### src/rtl/imem_loader_pkg.sv
// Shared types and constants for the instruction-memory program loader.
// Loader states, the pad word used for unused memory, and default sizes.
package imem_loader_pkg;

    localparam int unsigned ADDR_W_DEF = 6;
    localparam int unsigned CNT_W_DEF  = 16;

    localparam logic [31:0] FILL_WORD = 32'hFFFF_FFFF;

    typedef enum logic [2:0] {
        ST_IDLE,
        ST_HDR_HI,
        ST_HDR_LO,
        ST_DATA,
        ST_CHK,
        ST_FILL,
        ST_ERR
    } loader_state_e;

    // Big-endian word: the three earlier bytes occupy the high bits.
    function automatic logic [31:0] pack_be(input logic [23:0] hi3, input logic [7:0] lo);
        return {hi3, lo};
    endfunction

endpackage

### src/rtl/imem_word_packer.sv
// Packs a byte stream into 32-bit big-endian words.
// word_valid_o fires combinationally alongside the 4th byte of each word.
module imem_word_packer
    import imem_loader_pkg::*;
(
    input  logic        clk_i,
    input  logic        rst_i,
    input  logic        clear_i,
    input  logic        byte_en_i,
    input  logic [7:0]  byte_i,
    output logic        word_valid_o,
    output logic [31:0] word_o
);

    logic [1:0]  cnt_q, cnt_d;
    logic [23:0] shift_q, shift_d;

    // Next-state for byte position and the three held-back bytes.
    always_comb begin
        cnt_d   = cnt_q;
        shift_d = shift_q;
        if (clear_i) begin
            cnt_d   = '0;
            shift_d = '0;
        end else if (byte_en_i) begin
            cnt_d   = cnt_q + 2'd1;
            shift_d = {shift_q[15:0], byte_i};
        end
    end

    // Byte position and holding register.
    always_ff @(posedge clk_i or posedge rst_i) begin
        if (rst_i) begin
            cnt_q   <= '0;
            shift_q <= '0;
        end else begin
            cnt_q   <= cnt_d;
            shift_q <= shift_d;
        end
    end

    assign word_valid_o = byte_en_i && !clear_i && (cnt_q == 2'd3);
    assign word_o       = pack_be(shift_q, byte_i);

endmodule

### src/rtl/imem_program_loader.sv
// Instruction-memory program loader: header (word count N, MSB first),
// 4*N payload bytes packed big-endian and written from address 0, then
// padding with FILL_WORD up to DEPTH-1. Holds the core in reset meanwhile.
// Optional trailing XOR checksum byte: define IMEM_LOADER_CHECKSUM_EN.
module imem_program_loader
    import imem_loader_pkg::*;
#(
    parameter int unsigned ADDR_W = ADDR_W_DEF,
    parameter int unsigned CNT_W  = CNT_W_DEF
) (
    input  logic              Clk,
    input  logic              Rst,
    input  logic              load_start,
    input  logic              byte_valid,
    input  logic [7:0]        byte_data,
    output logic              byte_ready,
    output logic              mem_we,
    output logic [ADDR_W-1:0] mem_addr,
    output logic [31:0]       mem_wdata,
    output logic              cpu_hold,
    output logic              load_done,
    output logic              load_err
);

    localparam int unsigned DEPTH = 2 ** ADDR_W;

    loader_state_e     state_q, state_d;
    logic              we_q, we_d;
    logic [ADDR_W-1:0] addr_q, addr_d;
    logic [31:0]       wdata_q, wdata_d;
    logic              hold_q, hold_d;
    logic              done_q, done_d;
    logic              err_q, err_d;
    logic [7:0]        hi_q, hi_d;
    logic [CNT_W-1:0]  n_q, n_d;
    logic [ADDR_W-1:0] widx_q, widx_d;
    logic [ADDR_W:0]   fill_q, fill_d;
`ifdef IMEM_LOADER_CHECKSUM_EN
    logic [7:0]        xor_q, xor_d;
`endif

    logic              accept;
    logic              pack_en;
    logic              pack_clr;
    logic              word_valid;
    logic [31:0]       word;
    logic [CNT_W-1:0]  hdr_n;
    logic              last_word;

    assign byte_ready = (state_q == ST_HDR_HI) || (state_q == ST_HDR_LO) ||
                        (state_q == ST_DATA)   || (state_q == ST_CHK);
    assign accept     = byte_valid && byte_ready;
    assign pack_en    = accept && (state_q == ST_DATA);
    assign hdr_n      = CNT_W'({hi_q, byte_data});
    assign last_word  = (CNT_W'(widx_q) == (n_q - CNT_W'(1)));

    imem_word_packer u_packer (
        .clk_i        (Clk),
        .rst_i        (Rst),
        .clear_i      (pack_clr),
        .byte_en_i    (pack_en),
        .byte_i       (byte_data),
        .word_valid_o (word_valid),
        .word_o       (word)
    );

    // Next-state and registered-output logic for the load sequence.
    always_comb begin
        state_d  = state_q;
        we_d     = 1'b0;
        addr_d   = addr_q;
        wdata_d  = wdata_q;
        hold_d   = hold_q;
        done_d   = done_q;
        err_d    = err_q;
        hi_d     = hi_q;
        n_d      = n_q;
        widx_d   = widx_q;
        fill_d   = fill_q;
        pack_clr = 1'b0;
`ifdef IMEM_LOADER_CHECKSUM_EN
        xor_d    = xor_q;
`endif

        case (state_q)
            ST_IDLE, ST_ERR: begin
                if (load_start) begin
                    state_d  = ST_HDR_HI;
                    hold_d   = 1'b1;
                    done_d   = 1'b0;
                    err_d    = 1'b0;
                    pack_clr = 1'b1;
`ifdef IMEM_LOADER_CHECKSUM_EN
                    xor_d    = '0;
`endif
                end
            end

            ST_HDR_HI: begin
                if (accept) begin
                    hi_d    = byte_data;
                    state_d = ST_HDR_LO;
                end
            end

            ST_HDR_LO: begin
                if (accept) begin
                    n_d    = hdr_n;
                    widx_d = '0;
                    if (hdr_n > CNT_W'(DEPTH)) begin
                        state_d = ST_ERR;
                        err_d   = 1'b1;
                    end else if (hdr_n == '0) begin
                        state_d = ST_FILL;
                        fill_d  = '0;
                    end else begin
                        state_d = ST_DATA;
                    end
                end
            end

            ST_DATA: begin
                if (word_valid) begin
                    we_d    = 1'b1;
                    addr_d  = widx_q;
                    wdata_d = word;
                    widx_d  = widx_q + 1'b1;
                    if (last_word) begin
                        fill_d = n_q[ADDR_W:0];
`ifdef IMEM_LOADER_CHECKSUM_EN
                        state_d = ST_CHK;
`else
                        state_d = ST_FILL;
`endif
                    end
                end
            end

`ifdef IMEM_LOADER_CHECKSUM_EN
            ST_CHK: begin
                if (accept) begin
                    if (byte_data == xor_q) begin
                        state_d = ST_FILL;
                    end else begin
                        state_d = ST_ERR;
                        err_d   = 1'b1;
                    end
                end
            end
`endif

            ST_FILL: begin
                // fill_q reaching DEPTH (top bit set) means every pad word is out.
                if (fill_q[ADDR_W]) begin
                    state_d = ST_IDLE;
                    done_d  = 1'b1;
                    hold_d  = 1'b0;
                end else begin
                    we_d    = 1'b1;
                    addr_d  = fill_q[ADDR_W-1:0];
                    wdata_d = FILL_WORD;
                    fill_d  = fill_q + 1'b1;
                end
            end

            default: state_d = ST_IDLE;
        endcase

`ifdef IMEM_LOADER_CHECKSUM_EN
        if (accept && (state_q != ST_CHK)) begin
            xor_d = xor_q ^ byte_data;
        end
`endif
    end

    // State and output registers; reset clears everything but memory.
    always_ff @(posedge Clk or posedge Rst) begin
        if (Rst) begin
            state_q <= ST_IDLE;
            we_q    <= 1'b0;
            addr_q  <= '0;
            wdata_q <= '0;
            hold_q  <= 1'b0;
            done_q  <= 1'b0;
            err_q   <= 1'b0;
            hi_q    <= '0;
            n_q     <= '0;
            widx_q  <= '0;
            fill_q  <= '0;
`ifdef IMEM_LOADER_CHECKSUM_EN
            xor_q   <= '0;
`endif
        end else begin
            state_q <= state_d;
            we_q    <= we_d;
            addr_q  <= addr_d;
            wdata_q <= wdata_d;
            hold_q  <= hold_d;
            done_q  <= done_d;
            err_q   <= err_d;
            hi_q    <= hi_d;
            n_q     <= n_d;
            widx_q  <= widx_d;
            fill_q  <= fill_d;
`ifdef IMEM_LOADER_CHECKSUM_EN
            xor_q   <= xor_d;
`endif
        end
    end

    assign mem_we    = we_q;
    assign mem_addr  = addr_q;
    assign mem_wdata = wdata_q;
    assign cpu_hold  = hold_q;
    assign load_done = done_q;
    assign load_err  = err_q;

endmodule

### config.mk
export PLATFORM = sky130hd
export DESIGN_NAME = imem_program_loader
export DESIGN_NICKNAME = d
export VERILOG_FILES = /design/src/rtl/imem_loader_pkg.sv /design/src/rtl/imem_word_packer.sv /design/src/rtl/imem_program_loader.sv
export SDC_FILE = /design/constraint.sdc
export NUM_CORES = 1
export LEC_CHECK = 0
export CAP_MARGIN = 20
export CORE_MARGIN = 1
export CORE_UTILIZATION = 51
export DETAILED_ROUTE_END_ITERATION = 12
export PLACE_DENSITY_LB_ADDON = 0.2
export SLEW_MARGIN = 0
export SYNTH_ARGS = -nofsm -noshare
export SYNTH_HDL_FRONTEND = slang
export SYNTH_SLANG_ARGS = --single-unit
### constraint.sdc
create_clock -name Clk -period 3.2 [get_ports Clk]
set_clock_uncertainty 0.1 [all_clocks]
set_input_delay 0.48 -clock Clk [delete_from_list [all_inputs] [get_ports Clk]]
set_output_delay 0.48 -clock Clk [all_outputs]
set_load 0.02 [all_outputs]
==> results.txt <==
The depth of the worst register-to-register path is 10. The floorplan die area is 10,200 um^2. Counting every instance in the synthesized netlist gives 497. The max-slew violation count came out at 0. The share of final-layout standard cells stronger than drive strength 1 came out at 13.9%.

The peak ir drop on the vdd network is slightly below 0.5 mV. The number of placed I/O pins is 55. Counting every sink on the clock net gives ~110. Among all flip-flop cells after synthesis, the most frequent one is dfrtp_1. The cell leakage power came out at 2.59 nW. The maximum number of buffers from clock root to sink is 2. Along the worst path, the maximum fanout reaches 9. The first global-routing pass estimated around 20 mm of wire. The number of nets with antenna violations after detailed routing is 0. The via-per-instance ratio came out at 5.71. Traced cell by cell, the critical path runs through inv_1 -> ha_1 -> or4b_2 -> o41a_1 -> nor4_1 -> nand4_1 -> o21ai_4 -> buf_4 -> a21oi_1 -> a21o_1. The number of placed instances, taps included came out at 670. The critical path crosses 10 cells after its start point. Summed over all layers, the routed wires come to ~12 mm. The floorplan has 35 rows. The final total negative setup slack is 0 ns. The fraction of registers with async set or reset after synthesis came out at 100%. The count of max-cap constraint violations is 0. In this run the vertical extent of the chip is 101 um. The core footprint came out at roughly 9400 um^2.

From synthesis to final layout, the design area changed by 19.7%. For this run, design rule violations remaining after detail routing come to 0. Counting the fill cells in the layout gives 805.

The biggest area contributor in the post-synthesis netlist is dfrtp_1. The hold violation count in the final report came out at 0. The global placer's final weighted congestion is 0.995. The period utilization came out at a little over nine tenths. The number of hold buffers added after CTS was 0. The kind of cell adding the most delay to the critical path is simple AND/OR/NAND/NOR gates. The worst-case headroom to the max-slew limit came out at between 50% and 60%. The routed length per instance is roughly 17 um.

The H-tree generated during clock tree synthesis spans 3 levels. Once layout is complete, the cells apart from fillers number 690. The number of library cell types mapped by synthesis is 58. In this run, post-CTS repair resized a total of 0 instances. Detailed placement finished with a half-perimeter wire length of 8.34 mm.

The number of iterations in the first detailed-routing pass came out at 4. The slowest stage of the critical path belongs to the cell or4b_2. The number of antenna violations at the first check in global routing is 0. Summed over its instances, the top area cell type makes up 53.9% of the synthesized netlist area. Setup repair after global routing left no endpoint under its margin. The largest net degree at the start of global routing came out at 78. The flow ran to the end, and the final reports show no timing, DRC or antenna violations. The via count of the routed design is 3,939. In this run, the number of DRC markers left after iteration 0 of detailed routing was 213.

The ratio of total power to cell area came out at a little under 1000 nW/um^2. STA classifies the critical path endpoint as a register. The leftover overflow at the end of global routing is 0. The number of synthesized register bits is 108. In the post-synthesis netlist, the biggest area contributors are dfrtp_1, o21ai_0, mux2_2. Global routing used 25.3% of the available tracks.

The number of antenna diodes came out at 0. In this run the mean area of a mapped cell was 10.1 um^2. The critical path starts at n_q[1]$_DFFE_PP0P_.

The number of buffers and inverters on the critical path came out at 2. The count of flip-flops with a built-in enable after synthesis is 0. The area of the mapped netlist came out at around 5000 um^2. The total setup buffers inserted after CTS came out at 0.

The clock slew at the register clock pins of the worst setup and hold paths came out at around 0.11 ns. STA classifies the critical path startpoint as a register. The launch point of the worst hold path is mem_addr[4]$_DFFE_PP0P_.

The launch instance of the worst register-to-register path is n_q[1]$_DFFE_PP0P_. The number of warning messages in the yosys log is 0. The critical path's largest stage delay is 0.61 ns.

The worst setup path is of the register to register kind. The initial cell density of the core came out at 53.5%. The required time of the critical path came out at 3.37 ns.

At the end of the flow, the number of nets in the layout was around 570. The worst hold path class is register to register. The number of port buffers came out at 54. Setup violations remaining at the end of the flow were counted as 0. The root buffer cell chosen for the clock tree is clkbuf_8. The TritonCTS buffer count came out at 9. The horizontal die dimension is 101 um. The reg-to-reg setup timing slack came out at 0.16 ns. The timing-limited maximum frequency came out at about 0.33 GHz.

The hold-critical path depth is 2. The minimum period implied by the final worst setup slack came out at 3.04 ns. The number of global-route vias before repair came out at 3,786. At the pin with the least slew margin, the transition time is between 0.7 and 0.8 ns.

The data arrival time at the worst-slack endpoint is 3.20 ns. The proportion of synthesized chip area in sequential cells is 53.9%. The clock latency at the later pin of the worst-skew pair is between 0.3 and 0.4 ns.

TritonCTS built the clock tree. The number of nets in the synthesized netlist is 513.
-- kinds of logic after synthesis --
| family | Yosys count | share of synthesized area [%] |
|---|---|---|
| and+or+nand+nor | 176 | 16.7 |
| AOI/OAI and AO/OA | 131 | 17.1 |
| DFF | 108 | 53.9 |
| buffers and inverters | 39 | 3.14 |
| muxes | 30 | 6.59 |
| xor gates and xnor gates | 9 | 1.57 |
| adders and majority gates | 4 | 0.998 |
-- cell usage in the layout, fill, tap and decap left out, drive strengths merged, types with 3 or more instances in the layout --
| cell | Yosys | routed |
|---|---|---|
| nor4 | 7 | 7 |
| clkdlybuf4s50 | 0 | 54 |
| nor3 | 10 | 10 |
| xor2 | 5 | 5 |
| a211o | 4 | 4 |
| nand2b | 3 | 3 |
| buf | 3 | 23 |
| a211oi | 3 | 3 |
| nand3 | 11 | 11 |
| or3 | 4 | 4 |
| o211ai | 3 | 3 |
| dfrtp | 108 | 108 |
| nand4 | 6 | 6 |
| xnor2 | 4 | 4 |
| mux2i | 6 | 6 |
| nor2 | 55 | 55 |
| nand4b | 3 | 3 |
| ha | 4 | 4 |
| clkbuf | 26 | 10 |
| nor2b | 3 | 3 |
| mux2 | 24 | 24 |
| a31oi | 3 | 3 |
| a21oi | 15 | 15 |
| inv | 10 | 12 |
| a22oi | 3 | 3 |
| a22o | 27 | 27 |
| nand2 | 57 | 57 |
| o21ai | 61 | 61 |
-- stage by stage --
step	total power [mW]	hold WS (ns)	util, %	cell area [um^2]	setup WS [ns]
finish	5.97	0.388	64.1	6000	0.162
global route	6.42	0.404	64.1	6000	0.000979
CTS	5.94	0.395	63.7	5970	0.148
detailed placement	5.15	0.369	61.7	5790	0.163
global placement	5.06	0.361	61.7	5790	0.243
floorplan	4.11	0.367	-	5020	0.207
-- synthesized netlist by cell type (5+ instances only) --
cell	count
nand4_1	6
nor3_1	10
inv_1	10
nand3_1	11
a22o_1	27
xor2_1	5
nand2_1	57
clkbuf_1	26
dfrtp_1	108
mux2_2	24
o21ai_0	59
nor2_1	55
mux2i_1	6
nor4_1	7
a21oi_1	15
-- layer usage --
metal / global-route usage (%) / vias to the layer above / part of all wire [%]
li1: - / 1896 / -
met5: 0 / - / 0
met4: 8.25 / 0 / 1.6
met1: 37.8 / 1907 / 47
met3: 3.17 / 15 / 5.2
met2: 38.7 / 121 / 46
-- sequential cells by signal, indices dropped and copies added (netlist names), 2 cells and up --
register / cells
mem_addr: 6
mem_wdata: 32
state_q: 3
hi_q: 8
n_q: 16
fill_q: 7
u_packer.cnt_q: 2
widx_q: 6
u_packer.shift_q: 24
-- worst paths after layout --
check / end
min in group asynchronous: mem_wdata[9]$_DFFE_PP0P_
max in group asynchronous: load_err$_DFFE_PP0P_
setup reg to reg: state_q[1]$_DFFE_PP0P_
setup / recovery: state_q[1]$_DFFE_PP0P_
hold reg to reg: mem_addr[4]$_DFFE_PP0P_
hold / removal: mem_addr[4]$_DFFE_PP0P_
-- worst min-delay path, stage by stage, from the launching register on --
cell	delay [ns]
dfrtp_1	0.36
nand2_1	0.05
o21ai_0	0.06
-- power breakdown --
part | switching [mW] | total (mW) | leakage [nW] | internal, mW
clock | 0.492 | 0.792 | 0.0909 | 0.301
combinational | 1.45 | 2.73 | 1.11 | 1.28
sequential | 0.533 | 2.45 | 1.40 | 1.91
-- layout make-up --
type	count	area, um^2	share of cell area [%]
tap	129	161	2.69
multi-input combinational	350	2170	36.2
sequential	108	2700	45.0
clock inverter	6	56.3	0.938
inverter	10	41.3	0.688
clock buffer	10	128	2.13
timing repair buffer	77	742	12.4
Power figures use the tool's default switching activity.
==> variant 1, RTL diff (same settings) <==
Change the package constant `CNT_W_DEF` from 16 to 20.
--- a/src/rtl/imem_loader_pkg.sv
+++ b/src/rtl/imem_loader_pkg.sv
@@ -4,5 +4,5 @@
 
     localparam int unsigned ADDR_W_DEF = 6;
-    localparam int unsigned CNT_W_DEF  = 16;
+    localparam int unsigned CNT_W_DEF  = 20;
 
     localparam logic [31:0] FILL_WORD = 32'hFFFF_FFFF;
Behaviour: no difference found for any inputs over 10 cycles, from zero or initial values and one cycle with Rst high; that may be too few to reach the edited logic, so the function may still have changed.
==> variant 1 against the original RTL <==
Worst setup slack better by 0.13 ns; core utilization down 0.92 points; clock power up 19%; sequential cell count unchanged; cell count down 4.6%; combinational power down 18%; synthesized cell count down 4.8%; power down 7.5%; final area down 2.8%; synthesized area down 2.6%; routed wire length down 7.7%; sequential power down 4%; first-iteration DRC count down 18%.
==> variant 1: results (changes against the original RTL) <==
[outcome]
status=finished clean

[route]
wl_met3_um=491  ; -20%
wirelength_um=10800  ; -7.7%
first_iter_violations=175  ; -18%
drt-met1-wl_um=5240  ; -4.8%
first_pass_iters=5  ; +1
vias=3682  ; -6.5%
route.met2.wl_um=4860  ; -10%

[cts]
cts_buffers=9  ; unchanged
cts_setup_buffers=0  ; unchanged
cts_hold_buf=0  ; unchanged

[logic_synthesis]
yosys.cell_types.count=48  ; -17%
synthTopCellsByArea=dfrtp_1 55%, o21ai_1 5.1%, mux2_1 5.1%
syn-num-nets=489  ; -4.7%
netlist_top_cells_count=108 x dfrtp_1, 60 x nand2_1, 50 x o21ai_1
ys_seq_area_share_pct=55.3  ; +1.4 points

[global_route]
grt_use_total_pct=24.1  ; -1.2 points
grt_pass1_vias=3577  ; -5.5%
grt_pass1_wl_um=18600  ; -6.7%
grt_max_degree=78  ; unchanged

[floorplanning]
initial_core_util_pct=52.9  ; -0.66 points

[final_layout]
nets=540  ; -5.6%
largest_reg_flops=32  ; unchanged
drive_above_1_share_pct=7.94  ; -6.0 points

[setup_path]
slowest_stage=dfrtp_1
worstPathArrival_ns=3.07  ; -0.13 ns
critPathMaxFanout=12  ; +3
slowest_delay_ns=0.44  ; -0.17 ns

[place]
gp_congestion=0.880  ; -12%
hpwl_um=7600  ; -8.9%
place_ws_ns=0.303  ; +0.140 ns
placed_area_um2=5610  ; -3.1%

[power]
ir_drop_mv=0.567  ; +17%

[timing]
slew_headroom_pct=34.6  ; -18 points

-- variant 1: changes by cell type after synthesis, moves of 4 or more --
cell and delta:
a211o_1 -4, o21ai_0 -50, clkbuf_1 -5, mux2_1 +22
nor2_1 -6, mux2_2 -23, o21ai_1 +50
-- variant 1: through the flow --
| stage | cells | hold slack, ns | total power [uW] |
|---|---|---|---|
| 2_1_floorplan | 473 | 0.358 | 3750 |
| 3_3_place_gp | 642 | 0.366 | 4530 |
| 3_5_place_dp | 642 | 0.374 | 4600 |
| 4_1_cts | 658 | 0.398 | 5550 |
| 5_1_grt | 658 | 0.416 | 5890 |
| 6_report | 658 | 0.389 | 5520 |
-- variant 1: path summary, 6_finish.rpt --
check	startpoint	end	slack (ns)	cells after the start
setup / recovery	n_q[0]	fill_q[3]	0.30	9
hold / removal	mem_addr[0]	mem_addr[0]	0.39	2
setup reg to reg	n_q[0]	fill_q[3]	0.30	9
hold reg to reg	mem_addr[0]	mem_addr[0]	0.39	2
max in group asynchronous	Rst	u_packer.shift_q[21]	1.91	3
min in group asynchronous	Rst	mem_wdata[17]	0.42	2
-- variant 1: cells by family after synthesis --
group                    count (synthesis)  synth area share [%]
adder cells (fa/ha/maj)                  4                  1.02
buffers and inverters                   38                  3.25
XOR/XNOR                                12                  2.15
flip-flops                             108                  55.3
AND/OR/NAND/NOR                        157                  14.7
AO/OA/AOI/OAI                          125                  17.0
multiplexers                            29                  6.53
-- variant 1: layout make-up --
| class | instances | area [um2] |
|---|---|---|
| Clock buffer | 9 | 124 |
| Multi-Input combinational cell | 327 | 2040 |
| Clock inverter | 7 | 106 |
| Inverter | 12 | 48.8 |
| Tap cell | 129 | 161 |
| Sequential cell | 108 | 2700 |
| Fill cell | 776 | 3400 |
| Timing Repair Buffer | 66 | 656 |
-- variant 1: report_power, final --
part	internal [uW]	switching (uW)
clock	455	491
sequential	1850	492
combinational	1010	1220
total	3310	2210
-- variant 1: worst register-to-register path, cell delays in order (launching register included) --
cell and delay (ns):
dfrtp_1 0.44, inv_1 0.10, ha_1 0.16, nor2b_1 0.40, nand3_1 0.15, a2111oi_2 0.38
nand4_1 0.19, o21ba_1 0.37, or2_1 0.31, o22a_1 0.21
-- variant 1: layer usage --
layer,up-vias,GRT usage (%)
li1,1775,-
met1,1782,35.1
met2,106,36.9
met3,19,3.97
met4,0,8.37
met5,-,0
==> variant 2, RTL diff (config.mk and constraints unchanged) <==
Without the edit above. Put one more register stage on the output `load_err`, with the module's reset. The value now appears one clock later. The other outputs are not delayed to match.
--- a/src/rtl/imem_program_loader.sv
+++ b/src/rtl/imem_program_loader.sv
@@ -214,5 +214,11 @@
     assign cpu_hold  = hold_q;
     assign load_done = done_q;
-    assign load_err  = err_q;
+    always_ff @(posedge Clk or posedge Rst) begin
+        if (Rst) begin
+            load_err <= '0;
+        end else begin
+            load_err <= err_q;
+        end
+    end
 
 endmodule
Formal check against the unedited RTL: not equivalent (Yosys sat finds a counterexample within 4 cycles, from zero or initial values and one cycle with Rst high).
==> variant 2 against the original RTL <==
Final area increased by 0.31%; worst setup slack improved by 0.32 ns; synthesized area increased by 1.8%; combinational power decreased by 11%; routed wire length increased by 5.1%; sequential cell count increased by 1; power decreased by 3.4%; critical path depth decreased by 7; worst hold slack got worse by 0.14 ns; critical path type is now register to output pin; critical endpoint is now byte_ready.
==> variant 2: results (changes against the original RTL) <==
[route]
wirelength_um=12300  ; +5.1%
drt-wirelength-per-cell_um=17.7  ; +4.1%
first_pass_iters=5  ; +1
vias=4026  ; +2.2%
first_iter_violations=202  ; -5.2%

[power]
ir_drop_mv=0.455  ; -5.9%
p_leak_uw=0.00259  ; -0.11%

[final_layout]
nets=574  ; +0.35%
num-fill-cells=843  ; +4.7%

[logic_synthesis]
yosys.cell_types.count=56  ; -3.4%
netlist_top_cells_count=109 x dfrtp_1, 62 x nand2_1, 54 x nor2_1
syn-num-nets=525  ; +2.3%
ys_seq_area_share_pct=53.4  ; -0.46 points
synthTopCellsByArea=dfrtp_1 53%, o21ai_0 5.1%, mux2_2 5.1%

[setup_path]
r2r_slack_ns=0.58  ; +0.42 ns
slowest_stage=dfrtp_1
cp_top_family=flip-flops
ff2ff_path_depth=7  ; -3
critPathMaxFanout=22  ; +13
rr_startpoint=n_q[2]

[outcome]
status=finished clean

[place]
place_inst=680  ; +1.5%
hpwl_um=8740  ; +4.8%
gp_congestion=0.885  ; -11%

[worst_hold_path]
min-delay-path-class=input pin to asynchronous set/reset pin

[global_route]
grt_use_total_pct=26.1  ; +0.79 points
grt_pass1_wl_um=20600  ; +3.5%

==> variant 2: cell types whose count changed in the layout (fill, tap and decap cells not counted), moves of 5 or more <==
cell     unedited run  this run
nor3_1             10         3
o21ai_0            59        52
and3_1              1         6
nand2_1            57        62
==> variant 2: final cells by class <==
| class | count | area (um2) | share of cell area, % |
|---|---|---|---|
| sequential | 109 | 2730 | 45.3 |
| timing repair buffer | 72 | 688 | 11.4 |
| clock inverter | 6 | 63.8 | 1.06 |
| tap | 133 | 166 | 2.76 |
| clock buffer | 10 | 128 | 2.12 |
| multi-input combinational | 354 | 2200 | 36.5 |
| inverter | 12 | 48.8 | 0.810 |
==> variant 2: worst reg2reg max path: stages, from the launching register on <==
cell	delay, ns
dfrtp_1	0.51
or4_4	0.59
or2_2	0.29
a311oi_1	0.35
a211oi_2	0.06
buf_4	0.20
and3_1	0.20
o31ai_1	0.24
==> variant 2: worst max-delay path by stage <==
stage / from / end / slack (ns) / cells after the start
after floorplan: n_q[2] / state_q[1] / 0.73 / 7
after global placement: byte_data[7] / fill_q[0] / 0.41 / 7
after detailed placement: byte_data[0] / fill_q[0] / 0.30 / 7
after CTS: state_q[0] / byte_ready / 0.49 / 3
after global routing: state_q[0] / byte_ready / 0.38 / 3
final: state_q[0] / byte_ready / 0.48 / 3
==> variant 2: through the flow <==
stage	total power, uW	setup WS, ns	instance area (um2)	hold slack (ns)
3_3_place_gp	4880	0.410	5830	0.268
5_1_grt	6160	0.375	6020	0.254
2_1_floorplan	3960	0.729	5110	0.254
4_1_cts	5780	0.494	6020	0.249
3_5_place_dp	4970	0.304	5830	0.269
6_report	5760	0.485	6020	0.251
==> variant 2: power by group <==
part / switching [uW] / internal (uW) / leakage [uW] / total, uW
Combinational: 1250 / 1170 / 0.00111 / 2430
Clock: 511 / 306 / 0.0000937 / 817
Sequential: 567 / 1950 / 0.00139 / 2520
Total: 2330 / 3430 / 0.00259 / 5760
==> variant 2: routing by layer <==
| metal | part of all wire [%] | up-vias | track usage, % |
|---|---|---|---|
| met5 | 0 | - | 0 |
| met4 | 2.2 | 0 | 11.4 |
| met3 | 5.5 | 25 | 3.97 |
| met2 | 47 | 140 | 41.2 |
| met1 | 45 | 1962 | 36.0 |
| li1 | - | 1899 | - |
==> variant 2: cells by family after synthesis <==
| family | count (synthesis) | share of synthesized area, % |
|---|---|---|
| mux | 27 | 5.86 |
| flops | 109 | 53.4 |
| simple gates | 183 | 17.2 |
| fa+ha+maj | 4 | 0.980 |
| buf+inv | 46 | 3.58 |
| compound gates | 129 | 17.1 |
| xor+xnor | 11 | 1.89 |
